===== src/rtl/sobel_seq_pkg.sv =====
// rtl/sobel_seq_pkg.sv - shared types and constants for the sobel frame sequencer
package sobel_seq_pkg;

  localparam int RES_W = 16;
  localparam logic [7:0] THRESH_DEF = 8'd128;

  typedef enum logic [2:0] {
    IDLE,
    BEGIN,
    WAIT_SOF,
    ACTIVE,
    GAP
  } state_e;

  // increment that sticks at all-ones instead of wrapping
  function automatic logic [RES_W-1:0] sat_inc(input logic [RES_W-1:0] v);
    return (v == {RES_W{1'b1}}) ? v : v + 1'b1;
  endfunction

endpackage


===== src/rtl/frame_res_meter.sv =====
// rtl/frame_res_meter.sv - sync edge detection and per-frame line/pixel measurement
module frame_res_meter
  import sobel_seq_pkg::*;
(
  input  logic             clk,
  input  logic             rst,
  input  logic             en_i,         // counting enabled while the frame is active
  input  logic             clr_i,        // start-of-frame clear of both counters
  input  logic             mon_vsync_i,
  input  logic             mon_hsync_i,
  input  logic             mon_valid_i,
  input  logic [RES_W-1:0] exp_xres_i,
  output logic             vs_rise_o,
  output logic             vs_fall_o,
  output logic             line_done_o,  // a non-empty line just closed
  output logic             first_line_o, // no line has closed yet in this frame
  output logic             line_bad_o,   // closing line width differs from expected
  output logic [RES_W-1:0] line_width_o,
  output logic [RES_W-1:0] line_total_o  // line count including a line closing now
);

  logic             vsync_q;
  logic             hsync_q;
  logic [RES_W-1:0] pix_q;
  logic [RES_W-1:0] line_q;
  logic             hs_fall;

  // one cycle of sync history; edges compare it with the live input
  always_ff @(posedge clk) begin
    if (rst) begin
      vsync_q <= 1'b0;
      hsync_q <= 1'b0;
    end else begin
      vsync_q <= mon_vsync_i;
      hsync_q <= mon_hsync_i;
    end
  end

  assign vs_rise_o    = mon_vsync_i & ~vsync_q;
  assign vs_fall_o    = ~mon_vsync_i & vsync_q;
  assign hs_fall      = ~mon_hsync_i & hsync_q;
  assign line_done_o  = en_i & hs_fall & (pix_q != '0);
  assign first_line_o = (line_q == '0);
  assign line_width_o = pix_q;
  assign line_bad_o   = line_done_o & (pix_q != exp_xres_i);
  assign line_total_o = line_done_o ? sat_inc(line_q) : line_q;

  // pixel count per line and closed-line count per frame, both saturating
  always_ff @(posedge clk) begin
    if (rst || clr_i) begin
      pix_q  <= '0;
      line_q <= '0;
    end else if (en_i) begin
      if (hs_fall) begin
        pix_q <= mon_valid_i ? RES_W'(1) : '0;
      end else if (mon_valid_i) begin
        pix_q <= sat_inc(pix_q);
      end
      line_q <= line_total_o;
    end
  end

endmodule


===== src/rtl/sobel_frame_seq.sv =====
// rtl/sobel_frame_seq.sv - frame sequencer: begin pulses, threshold hand-off, stream monitor
module sobel_frame_seq
  import sobel_seq_pkg::*;
#(
  parameter int BEGIN_LEN   = 5,
  parameter int GAP_CYC     = 16,
  parameter int TIMEOUT_CYC = 2000000
) (
  input  logic             clk,
  input  logic             rst,
  input  logic             start,
  input  logic             stop,
  input  logic [7:0]       num_frames,
  input  logic [7:0]       thresh_cfg,
  input  logic             thresh_wr,
  input  logic [RES_W-1:0] exp_xres,
  input  logic [RES_W-1:0] exp_yres,
  output logic             src_begin,
  input  logic             src_done,
  input  logic             mon_vsync,
  input  logic             mon_hsync,
  input  logic             mon_valid,
  output logic [7:0]       thresh_out,
  output logic             busy,
  output logic [7:0]       frame_cnt,
  output logic [RES_W-1:0] meas_xres,
  output logic [RES_W-1:0] meas_yres,
  output logic             err_res,
  output logic             err_timeout,
  output logic             run_done
);

  localparam int BW = $clog2(BEGIN_LEN + 2);
  localparam int GW = $clog2(GAP_CYC + 2);
  localparam int TW = $clog2(TIMEOUT_CYC + 2);
  localparam logic [BW-1:0] BEGIN_LAST = BW'(BEGIN_LEN - 1);
  localparam logic [GW-1:0] GAP_LAST   = (GAP_CYC > 0) ? GW'(GAP_CYC - 1) : '0;
  localparam logic [TW-1:0] TO_LAST    = TW'(TIMEOUT_CYC - 1);

  state_e           state_q;
  logic             src_begin_q;
  logic [7:0]       thresh_q;
  logic [7:0]       pend_q;
  logic [7:0]       frame_cnt_q;
  logic [RES_W-1:0] meas_x_q;
  logic [RES_W-1:0] meas_y_q;
  logic             err_res_q;
  logic             err_to_q;
  logic             run_done_q;
  logic             stop_q;
  logic             done_q;
  logic             done_seen_q;
  logic [BW-1:0]    begin_cnt_q;
  logic [GW-1:0]    gap_cnt_q;
  logic [TW-1:0]    to_cnt_q;

  logic             done_rise;
  logic             vs_rise;
  logic             vs_fall;
  logic             line_done;
  logic             first_line;
  logic             line_bad;
  logic [RES_W-1:0] line_width;
  logic [RES_W-1:0] line_total;

  frame_res_meter u_meter (
    .clk          (clk),
    .rst          (rst),
    .en_i         (state_q == ACTIVE),
    .clr_i        ((state_q == WAIT_SOF) && vs_rise),
    .mon_vsync_i  (mon_vsync),
    .mon_hsync_i  (mon_hsync),
    .mon_valid_i  (mon_valid),
    .exp_xres_i   (exp_xres),
    .vs_rise_o    (vs_rise),
    .vs_fall_o    (vs_fall),
    .line_done_o  (line_done),
    .first_line_o (first_line),
    .line_bad_o   (line_bad),
    .line_width_o (line_width),
    .line_total_o (line_total)
  );

  assign done_rise = src_done & ~done_q;

  // src_done history for rise detection
  always_ff @(posedge clk) begin
    if (rst) begin
      done_q <= 1'b0;
    end else begin
      done_q <= src_done;
    end
  end

  // run/frame state machine with all registered outputs
  always_ff @(posedge clk) begin
    if (rst) begin
      state_q     <= IDLE;
      src_begin_q <= 1'b0;
      thresh_q    <= THRESH_DEF;
      pend_q      <= THRESH_DEF;
      frame_cnt_q <= '0;
      meas_x_q    <= '0;
      meas_y_q    <= '0;
      err_res_q   <= 1'b0;
      err_to_q    <= 1'b0;
      run_done_q  <= 1'b0;
      stop_q      <= 1'b0;
      done_seen_q <= 1'b0;
      begin_cnt_q <= '0;
      gap_cnt_q   <= '0;
      to_cnt_q    <= '0;
    end else begin
      run_done_q <= 1'b0;
      if (thresh_wr) begin
        pend_q <= thresh_cfg;
      end
      if (state_q != IDLE) begin
        if (stop) begin
          stop_q <= 1'b1;
        end
        if (done_rise) begin
          done_seen_q <= 1'b1;
        end
      end
      case (state_q)
        IDLE: begin
          thresh_q <= pend_q;
          if (start && !stop) begin
            frame_cnt_q <= '0;
            meas_x_q    <= '0;
            meas_y_q    <= '0;
            err_res_q   <= 1'b0;
            err_to_q    <= 1'b0;
            stop_q      <= 1'b0;
            done_seen_q <= 1'b0;
            begin_cnt_q <= '0;
            src_begin_q <= 1'b1;
            state_q     <= BEGIN;
          end
        end
        BEGIN: begin
          if (begin_cnt_q == BEGIN_LAST) begin
            src_begin_q <= 1'b0;
            to_cnt_q    <= '0;
            state_q     <= WAIT_SOF;
          end else begin
            begin_cnt_q <= begin_cnt_q + 1'b1;
          end
        end
        WAIT_SOF: begin
          if (vs_rise) begin
            thresh_q <= pend_q;
            to_cnt_q <= '0;
            state_q  <= ACTIVE;
          end else if (mon_valid) begin
            to_cnt_q <= '0;
          end else if (to_cnt_q == TO_LAST) begin
            err_to_q   <= 1'b1;
            run_done_q <= 1'b1;
            state_q    <= IDLE;
          end else begin
            to_cnt_q <= to_cnt_q + 1'b1;
          end
        end
        ACTIVE: begin
          if (line_done && first_line) begin
            meas_x_q <= line_width;
          end
          if (line_bad) begin
            err_res_q <= 1'b1;
          end
          if (vs_fall) begin
            meas_y_q <= line_total;
            if (line_total != exp_yres) begin
              err_res_q <= 1'b1;
            end
            frame_cnt_q <= frame_cnt_q + 1'b1;
            gap_cnt_q   <= '0;
            state_q     <= GAP;
          end else if (mon_valid) begin
            to_cnt_q <= '0;
          end else if (to_cnt_q == TO_LAST) begin
            err_to_q   <= 1'b1;
            run_done_q <= 1'b1;
            state_q    <= IDLE;
          end else begin
            to_cnt_q <= to_cnt_q + 1'b1;
          end
        end
        GAP: begin
          if ((gap_cnt_q == GAP_LAST) && (done_seen_q || done_rise)) begin
            if (stop_q || stop || ((num_frames != 8'd0) && (frame_cnt_q == num_frames))) begin
              run_done_q <= 1'b1;
              state_q    <= IDLE;
            end else begin
              done_seen_q <= 1'b0;
              begin_cnt_q <= '0;
              src_begin_q <= 1'b1;
              state_q     <= BEGIN;
            end
          end else if (gap_cnt_q != GAP_LAST) begin
            gap_cnt_q <= gap_cnt_q + 1'b1;
          end
        end
        default: state_q <= IDLE;
      endcase
    end
  end

  // the begin pulse is cut by reset without waiting for a clock edge
  assign src_begin   = src_begin_q & ~rst;
  assign thresh_out  = thresh_q;
  assign busy        = (state_q != IDLE);
  assign frame_cnt   = frame_cnt_q;
  assign meas_xres   = meas_x_q;
  assign meas_yres   = meas_y_q;
  assign err_res     = err_res_q;
  assign err_timeout = err_to_q;
  assign run_done    = run_done_q;

endmodule


===== config.mk =====
export PLATFORM = sky130hd
export DESIGN_NAME = sobel_frame_seq
export DESIGN_NICKNAME = d
export VERILOG_FILES = /design/src/rtl/sobel_seq_pkg.sv /design/src/rtl/frame_res_meter.sv /design/src/rtl/sobel_frame_seq.sv
export SDC_FILE = /design/constraint.sdc
export NUM_CORES = 1
export LEC_CHECK = 0
export BUFFER_PORTS_ARGS = -buffer_cell sky130_fd_sc_hd__buf_2
export CAP_MARGIN = 40
export CORE_MARGIN = 5
export CORE_UTILIZATION = 61
export CTS_CLUSTER_DIAMETER = 30
export CTS_CLUSTER_SIZE = 14
export DETAILED_ROUTE_END_ITERATION = 10
export PLACE_DENSITY = 0.85
export SYNTH_ARGS = -nofsm -noshare
export SYNTH_HDL_FRONTEND = slang
export SYNTH_SLANG_ARGS = --single-unit

===== constraint.sdc =====
create_clock -name clk -period 6.3 [get_ports clk]
set_input_delay 0.315 -clock clk [delete_from_list [all_inputs] [get_ports clk]]
set_output_delay 0.315 -clock clk [all_outputs]
set_load 0.02 [all_outputs]

==> results of run 1 <==
[stage by stage]
step / instances / cell area (um^2) / power, W / util [%] / setup slack [ns]
after global routing: 1035 / 7740 / 0.00203 / 72.3 / 3.06
after CTS: 1035 / 7740 / 0.00197 / 72.3 / 3.27
after global placement: 1001 / 7120 / 0.000972 / 66.5 / 3.47
after floorplan: 794 / 6580 / 0.000930 / - / 3.78
final: 1035 / 7740 / 0.00197 / 72.3 / 3.27
after detailed placement: 1002 / 7130 / 0.000974 / 66.6 / 3.36
[area by class of cell]
type	count	share of cell area, %
well taps	140	2.26
multi-input cells	607	48.5
inverters	15	0.728
clock inverters	9	2.01
flip-flops and latches	129	33.4
repair buffers	112	7.37
clock buffers	23	5.77
[cells in the final DEF (no fill, tap or decap), types with 7 or more instances in the layout]
master	netlist	routed
dfxtp_1	129	129
a31oi_1	7	7
nor3_1	14	14
mux2i_1	17	17
nand2b_1	12	12
ha_1	10	10
inv_1	15	15
o21ai_0	17	17
nand4_1	15	15
xnor2_1	26	26
buf_2	12	109
and3_1	18	18
and4_1	7	7
nor4_1	12	12
a21oi_1	55	55
nor2_1	142	142
clkbuf_16	0	16
nor2b_1	15	15
nand2_1	49	49
xor2_1	58	58
nand3_1	46	46
[critical path, cell delays in order (launching register included)]
cell and delay [ns]:
dfxtp_1 0.42, or3_2 0.57, nand2b_1 0.58, and2_1 0.62
nor2_1 0.31, nand3_1 0.14, xnor2_1 0.19, nor2_1 0.06
[cells in the mapped netlist (all sizes together), types with 18 or more instances]
master	number	area, um^2
dfxtp	129	2580
a21oi	55	275
nand2	50	195
xor2	58	508
and3	18	113
nor2	142	533
xnor2	26	228
clkbuf	29	109
nand3	47	240
[power breakdown]
part,internal [W],switching (W)
clock network,0.000654,0.000353
logic,0.0000497,0.0000747
registers,0.000827,0.00000750
total,0.00153,0.000435
[flip-flops by register name (all words and copies together), names as in the netlist]
register,count
to_cnt_q,21
meas_xres,16
meas_yres,16
u_meter.line_q,16
u_meter.line_width_o,16
frame_cnt,8
pend_q,8
thresh_out,8
gap_cnt_q,5
begin_cnt_q,3
state_q,3
done_q,1
done_seen_q,1
err_res,1
err_timeout,1
run_done,1
src_begin_q,1
stop_q,1
u_meter.hsync_q,1
u_meter.vsync_q,1
[kinds of logic after synthesis]
logic type / after synthesis / synth area share (%)
compound gates: 120 / 11.5
flops: 129 / 39.3
mux: 20 / 3.16
buf+inv: 58 / 3.71
simple gates: 373 / 29.3
fa+ha+maj: 10 / 1.90
xor+xnor: 84 / 11.2
[metal layers]
metal  wire [um]  global-route usage (%)
met4         315                    9.34
met1        7230                    34.1
met5           0                       0
met3        1180                    5.73
met2        7950                    42.1
[worst max path at each step]
| stage | startpoint | end | slack, ns | cells past startpoint |
|---|---|---|---|---|
| after floorplan | u_meter.line_width_o[0] | err_res | 3.78 | 10 |
| after global placement | state_q[1] | frame_cnt[7] | 3.47 | 7 |
| after detailed placement | state_q[1] | frame_cnt[7] | 3.36 | 7 |
| after CTS | state_q[1] | frame_cnt[7] | 3.27 | 7 |
| after global routing | state_q[1] | frame_cnt[7] | 3.06 | 7 |
| final | state_q[1] | frame_cnt[7] | 3.27 | 7 |
==> metrics.md, run 1 <==
| Metric | Value |
|---|---|
| Max-cap violations | `0` |
| Clock slew seen by the registers of the worst setup and hold paths | `0.06 ns` |
| Count of clock tree sinks | `129` |
| Reg2Reg Launch Point | `state_q[1]` |
| Headroom to the max-slew limit | `41.8%` |
| Number of vias per cell after detailed routing | `5.89` |
| Max Buffers Root-to-Sink | `2` |
| CORE AREA | `0.0107 mm^2` |
| Total number of yosys warnings | `0` |
| Via count | `6097` |
| Cells after synthesis | `794` |
| Effective utilization at floorplan | `61.5%` |
| Post-DP HPWL | `11600 um` |
| Pin count of the biggest net entering global routing | `76` |
| Number of buffers inserted to repair setup after CTS | `0` |
| Synthesis-to-layout area growth | `17.6%` |
| FF/Latch Area | `0.00258 mm^2` |
| Detail-routed net length per standard cell | `16.1 um` |
| Run status | `complete, no violations` |
| Final total negative setup slack | `0 ns` |
| # diodes | `0` |
| Initial antenna violation count | `0` |
| Full die area | `0.0130 mm^2` |
| Maximum fanout encountered on the critical timing path | `20` |
| CP arrival | `3.42 ns` |
| Maximum level of the CTS H-tree | `4` |
| Type of the worst setup path | `register to register` |
| Slew Limit Fails | `0` |
| Element type at the critical path end | `register` |
| Tmin final | `3.03 ns` |
| Root cell of the clock tree | `clkbuf_8` |
| Final-layout worst hold slack | `0.0300 ns` |
| TritonCTS buffer count | `17` |
| Overall die height | `114 um` |
| Hold Path Sink | `pend_q[4]` |
| Required time of the critical path | `6.69 ns` |
| Area of the multi-input gates | `0.00375 mm^2` |
| Routed Antenna Nets | `0` |
| Number of top-level design ports | `110` |
| Worst skew pair latency | `0.53 ns` |
| Largest vdd supply drop | `236 uV` |
| Power density over cell area | `254 mW/mm^2` |
| Portion of the clock cycle consumed by the worst path in the final layout | `48.1%` |
| Total Routed Length | `16700 um` |
| Worst min-delay path startpoint | `thresh_cfg[4]` |
| Launching element type of the critical path | `register` |
| Endpoints failing hold | `0` |
| Number of remaining DRC errors | `0` |
| Average size of a mapped cell | `8.28 um^2` |
| Die span in x | `114 um` |
| Async set or reset register ratio after synthesis | `0%` |
| Worst reg2reg setup slack | `3.27 ns` |
| Input/output buffers | `109` |
| Detailed-routing iteration count for the pre-antenna-repair pass | `5` |
| Worst Max-Slew Pin Slew | `0.873 ns` |
| Standby leakage power | `3.20 nW` |
| Number of global-route vias before repair | `5758` |
| Remaining global-route overflow | `0` |
| Wire length of the first global-routing pass | `27400 um` |
| Count of hold-fix buffers inserted at cts | `1` |
| Number of enable flip-flop cells after synthesis | `0` |
| Fmax | `0.330 GHz` |
| Filler cell count in the final layout | `856` |
| Proportion of layout cells with a drive suffix above 1 | `18.4%` |
| Count of endpoints failing setup in the final report | `0` |
| Std-Cell Rows | `38` |
| RSZ-0062 raised after global routing | `no` |
| Portion of the post-synthesis area used by sequential elements | `39.3%` |
| FF-to-FF path depth | `7` |
| Primary FF master, synth | `dfxtp_1` |
| Synth Register Bits | `129` |
| Number of unique standard cell types used by synthesis | `66` |
| Clock tree from TritonCTS | `yes` |
| Count of cells along the worst hold path | `3` |
| Destination of the worst register-to-register timing path | `frame_cnt[7]` |
| Setup clock skew after layout | `0.0138 ns` |
| Type of the tightest min-delay check | `primary input to register` |
| Final weighted congestion in routability-driven placement | `0.929` |
| Netlist Area Pre-Place | `0.00658 mm^2` |
| Layout net count | `949` |
| Mapped Nets | `861` |
| Overall Global Routing Usage | `25.9%` |
| Initial drt markers | `581` |
| Number of instances resized during post-cts repair | `0` |
Note: power is estimated with default switching activity, not from simulation.
==> inputs of run 2 (changes only) <==
Settings changed: ABC_AREA from default to 1, CORE_UTILIZATION 61 to 52, PLACE_DENSITY 0.85 to 0.76.
Clock period 6.3 ns to 2.5 ns, I/O delays scaled along.
==> run 2 against run 1 <==
Against the previous run: worst setup slack got worse by 3.1 ns; critical endpoint is now err_res; synthesized cell count rose by 27%; sequential power rose to 2.8 times the previous value; core utilization fell by 8.7 points; die area rose by 20%.
==> metrics.md, run 2 <==
| Metric | Value |
|---|---|
| Run status | `complete, no violations (unchanged)` |
| RSZ-0062 raised after global routing | `no (unchanged)` |
| Netlist Area Pre-Place | `0.00684 mm^2 (was 0.00658 mm^2)` |
| Detail-routed net length per standard cell | `13.5 um (was 16.1 um)` |
| Count of endpoints failing setup in the final report | `0 (unchanged)` |
| Number of remaining DRC errors | `0 (unchanged)` |
| Layout net count | `1206 (was 949)` |
| Root cell of the clock tree | `clkbuf_16 (was clkbuf_8)` |
| Number of unique standard cell types used by synthesis | `48 (was 66)` |
| Leading cell types by count after synthesis | `nand2_1, nor2_1, dfxtp_1 (was nor2_1, dfxtp_1, xor2_1)` |
| Cells after synthesis | `1006 (was 794)` |
| Tmin final | `2.32 ns (was 3.03 ns)` |
| # diodes | `0 (unchanged)` |
| Launch point of the critical path | `u_meter.line_q[0] (was state_q[1])` |
| Maximum level of the CTS H-tree | `4 (unchanged)` |
| Overall Global Routing Usage | `23.5% (was 25.9%)` |
| Most frequent cell after synthesis | `nand2_1 (was nor2_1)` |
| Proportion of layout cells with a drive suffix above 1 | `17.5% (was 18.4%)` |
| Input/output buffers | `109 (unchanged)` |
| Stage delay of the slowest cell on the critical path | `0.41 ns (was 0.62 ns)` |
| Count of clock tree sinks | `129 (unchanged)` |
| Die span in x | `125 um (was 114 um)` |
| Effective utilization at floorplan | `52.3% (was 61.5%)` |
| Worst Max-Slew Pin Slew | `0.647 ns (was 0.873 ns)` |
| Power density over cell area | `728 mW/mm^2 (was 254 mW/mm^2)` |
| Total Routed Length | `17900 um (was 16700 um)` |
| Top cell by count, worst path | `nand2_1 (was nor2_1)` |
| Total number of yosys warnings | `0 (unchanged)` |
| Cell type of the slowest stage on the worst timing path | `dfxtp_1 (was and2_1)` |
| Slew Limit Fails | `0 (unchanged)` |
| Max-cap violations | `0 (unchanged)` |
| Mapped Nets | `1073 (was 861)` |
| Worst skew pair latency | `0.43 ns (was 0.53 ns)` |
| Synthesis-to-layout area growth | `21.8% (was 17.6%)` |
| Number of global-route vias before repair | `6596 (was 5758)` |
| Most frequent standard cell in the layout excluding fill and tap cells | `nand2_1 (was nor2_1)` |
| Remaining global-route overflow | `0 (unchanged)` |
| Wire length of the first global-routing pass | `30700 um (was 27400 um)` |
| Post-DP HPWL | `13200 um (was 11600 um)` |
| Portion of the post-synthesis area used by sequential elements | `37.8% (was 39.3%)` |
| Via count | `6963 (was 6097)` |
| Max Buffers Root-to-Sink | `2 (unchanged)` |
| Required time of the critical path | `2.79 ns (was 6.69 ns)` |
| Dominant cells by area after synthesis | `dfxtp_1, nand2_1, nor2_1, a21oi_1, inv_1 (was dfxtp_1, nor2_1, xor2_1, a21oi_1, nand3_1)` |
| CORE AREA | `0.0131 mm^2 (was 0.0107 mm^2)` |
| Summed area of non-filler cells in the final layout | `0.00833 mm^2 (was 0.00774 mm^2)` |
| Pin count of the biggest net entering global routing | `36 (was 76)` |
| Number of buffers inserted to repair setup after CTS | `0 (unchanged)` |
| Reg2Reg Launch Point | `u_meter.line_q[0] (was state_q[1])` |
| Fmax | `0.431 GHz (was 0.330 GHz)` |
| Detailed-routing iteration count for the pre-antenna-repair pass | `5 (unchanged)` |
| Average size of a mapped cell | `6.80 um^2 (was 8.28 um^2)` |
| Std-Cell Rows | `42 (was 38)` |
| Element type at the critical path end | `register (unchanged)` |
| Headroom to the max-slew limit | `56.8% (was 41.8%)` |
| Share of the synthesized area in the top cell type | `37.8% (was 39.3%)` |
| Final total negative setup slack | `0 ns (unchanged)` |
| Sequence of cells on the critical path | `ha_1, nand2_1, nor2_4, nand2_2, nor2_4, inv_4, nand3_2, nand2_1, nand2_1, nand2_1, nor2_1, nand2_1, nor2_1, nand2_1, nand2_1, a21oi_1 (was or3_2, nand2b_1, and2_1, nor2_1, nand3_1, xnor2_1, nor2_1)` |
| Cell area after placement | `0.00760 mm^2 (was 0.00713 mm^2)` |
| TritonCTS buffer count | `17 (unchanged)` |
| Final weighted congestion in routability-driven placement | `0.956 (was 0.929)` |
| Library cell occupying the most area in the post-synthesis netlist | `dfxtp_1 (unchanged)` |
| Initial antenna violation count | `0 (unchanged)` |
| Standby leakage power | `3.57 nW (was 3.20 nW)` |
| Routed Antenna Nets | `0 (unchanged)` |
| Register with the highest flop count | `to_cnt_q (unchanged)` |
| Overall die height | `125 um (was 114 um)` |
| Endpoints failing hold | `0 (unchanged)` |
| Clock tree from TritonCTS | `yes (unchanged)` |
| Number of vias per cell after detailed routing | `5.24 (was 5.89)` |
| Final Instance Count excl. Fillers | `1328 (was 1035)` |
| Largest vdd supply drop | `570 uV (was 236 uV)` |
| Number of flip-flops in the largest register | `21 (unchanged)` |
| Maximum fanout encountered on the critical timing path | `11 (was 20)` |
| Type of the worst setup path | `register to register (unchanged)` |
| Clock slew seen by the registers of the worst setup and hold paths | `0.06 ns (about the same)` |
| Launching element type of the critical path | `register (unchanged)` |
| Full die area | `0.0155 mm^2 (was 0.0130 mm^2)` |
| Synth Register Bits | `129 (unchanged)` |
| Total power after layout | `0.00606 W (was 0.00197 W)` |
| Async set or reset register ratio after synthesis | `0% (unchanged)` |
| Primary FF master, synth | `dfxtp_1 (unchanged)` |
| Initial drt markers | `591 (was 581)` |
| Worst min-delay path startpoint | `mon_valid (was thresh_cfg[4])` |
| Setup clock skew after layout | `0.00845 ns (was 0.0138 ns)` |
| Number of enable flip-flop cells after synthesis | `0 (unchanged)` |
| Number of top-level design ports | `110 (unchanged)` |
| Type of the tightest min-delay check | `primary input to register (unchanged)` |
| Portion of the clock cycle consumed by the worst path in the final layout | `92.9% (was 48.1%)` |
| Most frequent cells in the layout | `nand2_1, nor2_1, dfxtp_1 (was nor2_1, dfxtp_1, buf_2)` |
| Cell count after placement | `1284 (was 1002)` |
| CP arrival | `2.61 ns (was 3.42 ns)` |
run 2: cells by family (layout without fill, tap and decap cells):
family | count (synthesis) | count (layout) | synth area share, %
simple gates | 539 | 539 | 35.9
xor+xnor | 28 | 28 | 3.59
compound gates | 165 | 165 | 13.0
flops | 129 | 129 | 37.8
buf+inv | 135 | 281 | 7.94
fa+ha+maj | 10 | 10 | 1.83
run 2: layout make-up:
type	instances	area, um^2
clock buffer	18	439
clock inverter	14	158
fill	1183	4760
inverter	113	433
multi-input combinational	742	3720
sequential	129	2580
tap	176	220
timing repair buffer	136	778
run 2: through the flow:
step	util [%]	setup slack, ns	hold WS (ns)
after floorplan	-	0.538	0.247
after global placement	58.1	0.286	0.348
after detailed placement	58.1	0.225	0.347
after CTS	63.6	0.149	0.00179
after global routing	63.7	0.0142	0.0304
final	63.7	0.177	0.0171
run 2: timing repair:
item / 4_1_cts / 5_1_grt
hold endpoints to repair: 12 / 0
resized for setup: 0 / 3
hold buffers: 12 / 0
setup endpoints to repair: 0 / 1
run 2: worst max-delay path, delay by kind of cell (launching register included):
kind                     cells  cell delay, ns
AND/OR/NAND/NOR             13            1.36
flip-flops                   1            0.41
AO/OA/AOI/OAI                1            0.05
adder cells (fa/ha/maj)      1            0.24
buffers and inverters        1            0.13
run 2: path summary, 6_finish.rpt:
| check | end | slack [ns] | depth (start not counted) |
|---|---|---|---|
| max | err_res | 0.18 | 16 |
| min | u_meter.line_width_o[0] | 0.02 | 3 |
| max reg2reg | err_res | 0.18 | 16 |
| min reg2reg | src_begin_q | 0.45 | 2 |
run 2: power breakdown:
group | total [W] | switching [W] | internal (W)
Clock | 0.00249 | 0.000987 | 0.00151
Sequential | 0.00232 | 0.0000998 | 0.00222
Combinational | 0.00125 | 0.000852 | 0.000398
run 2: metal layers:
metal  routed length [um]  up-vias  track usage, %
li1                     -     3570               -
met5                    0        -               0
met1                 8390     3152            30.9
met3                 1180       39            5.79
met4                  390        0            8.58
met2                 7950      202            37.5
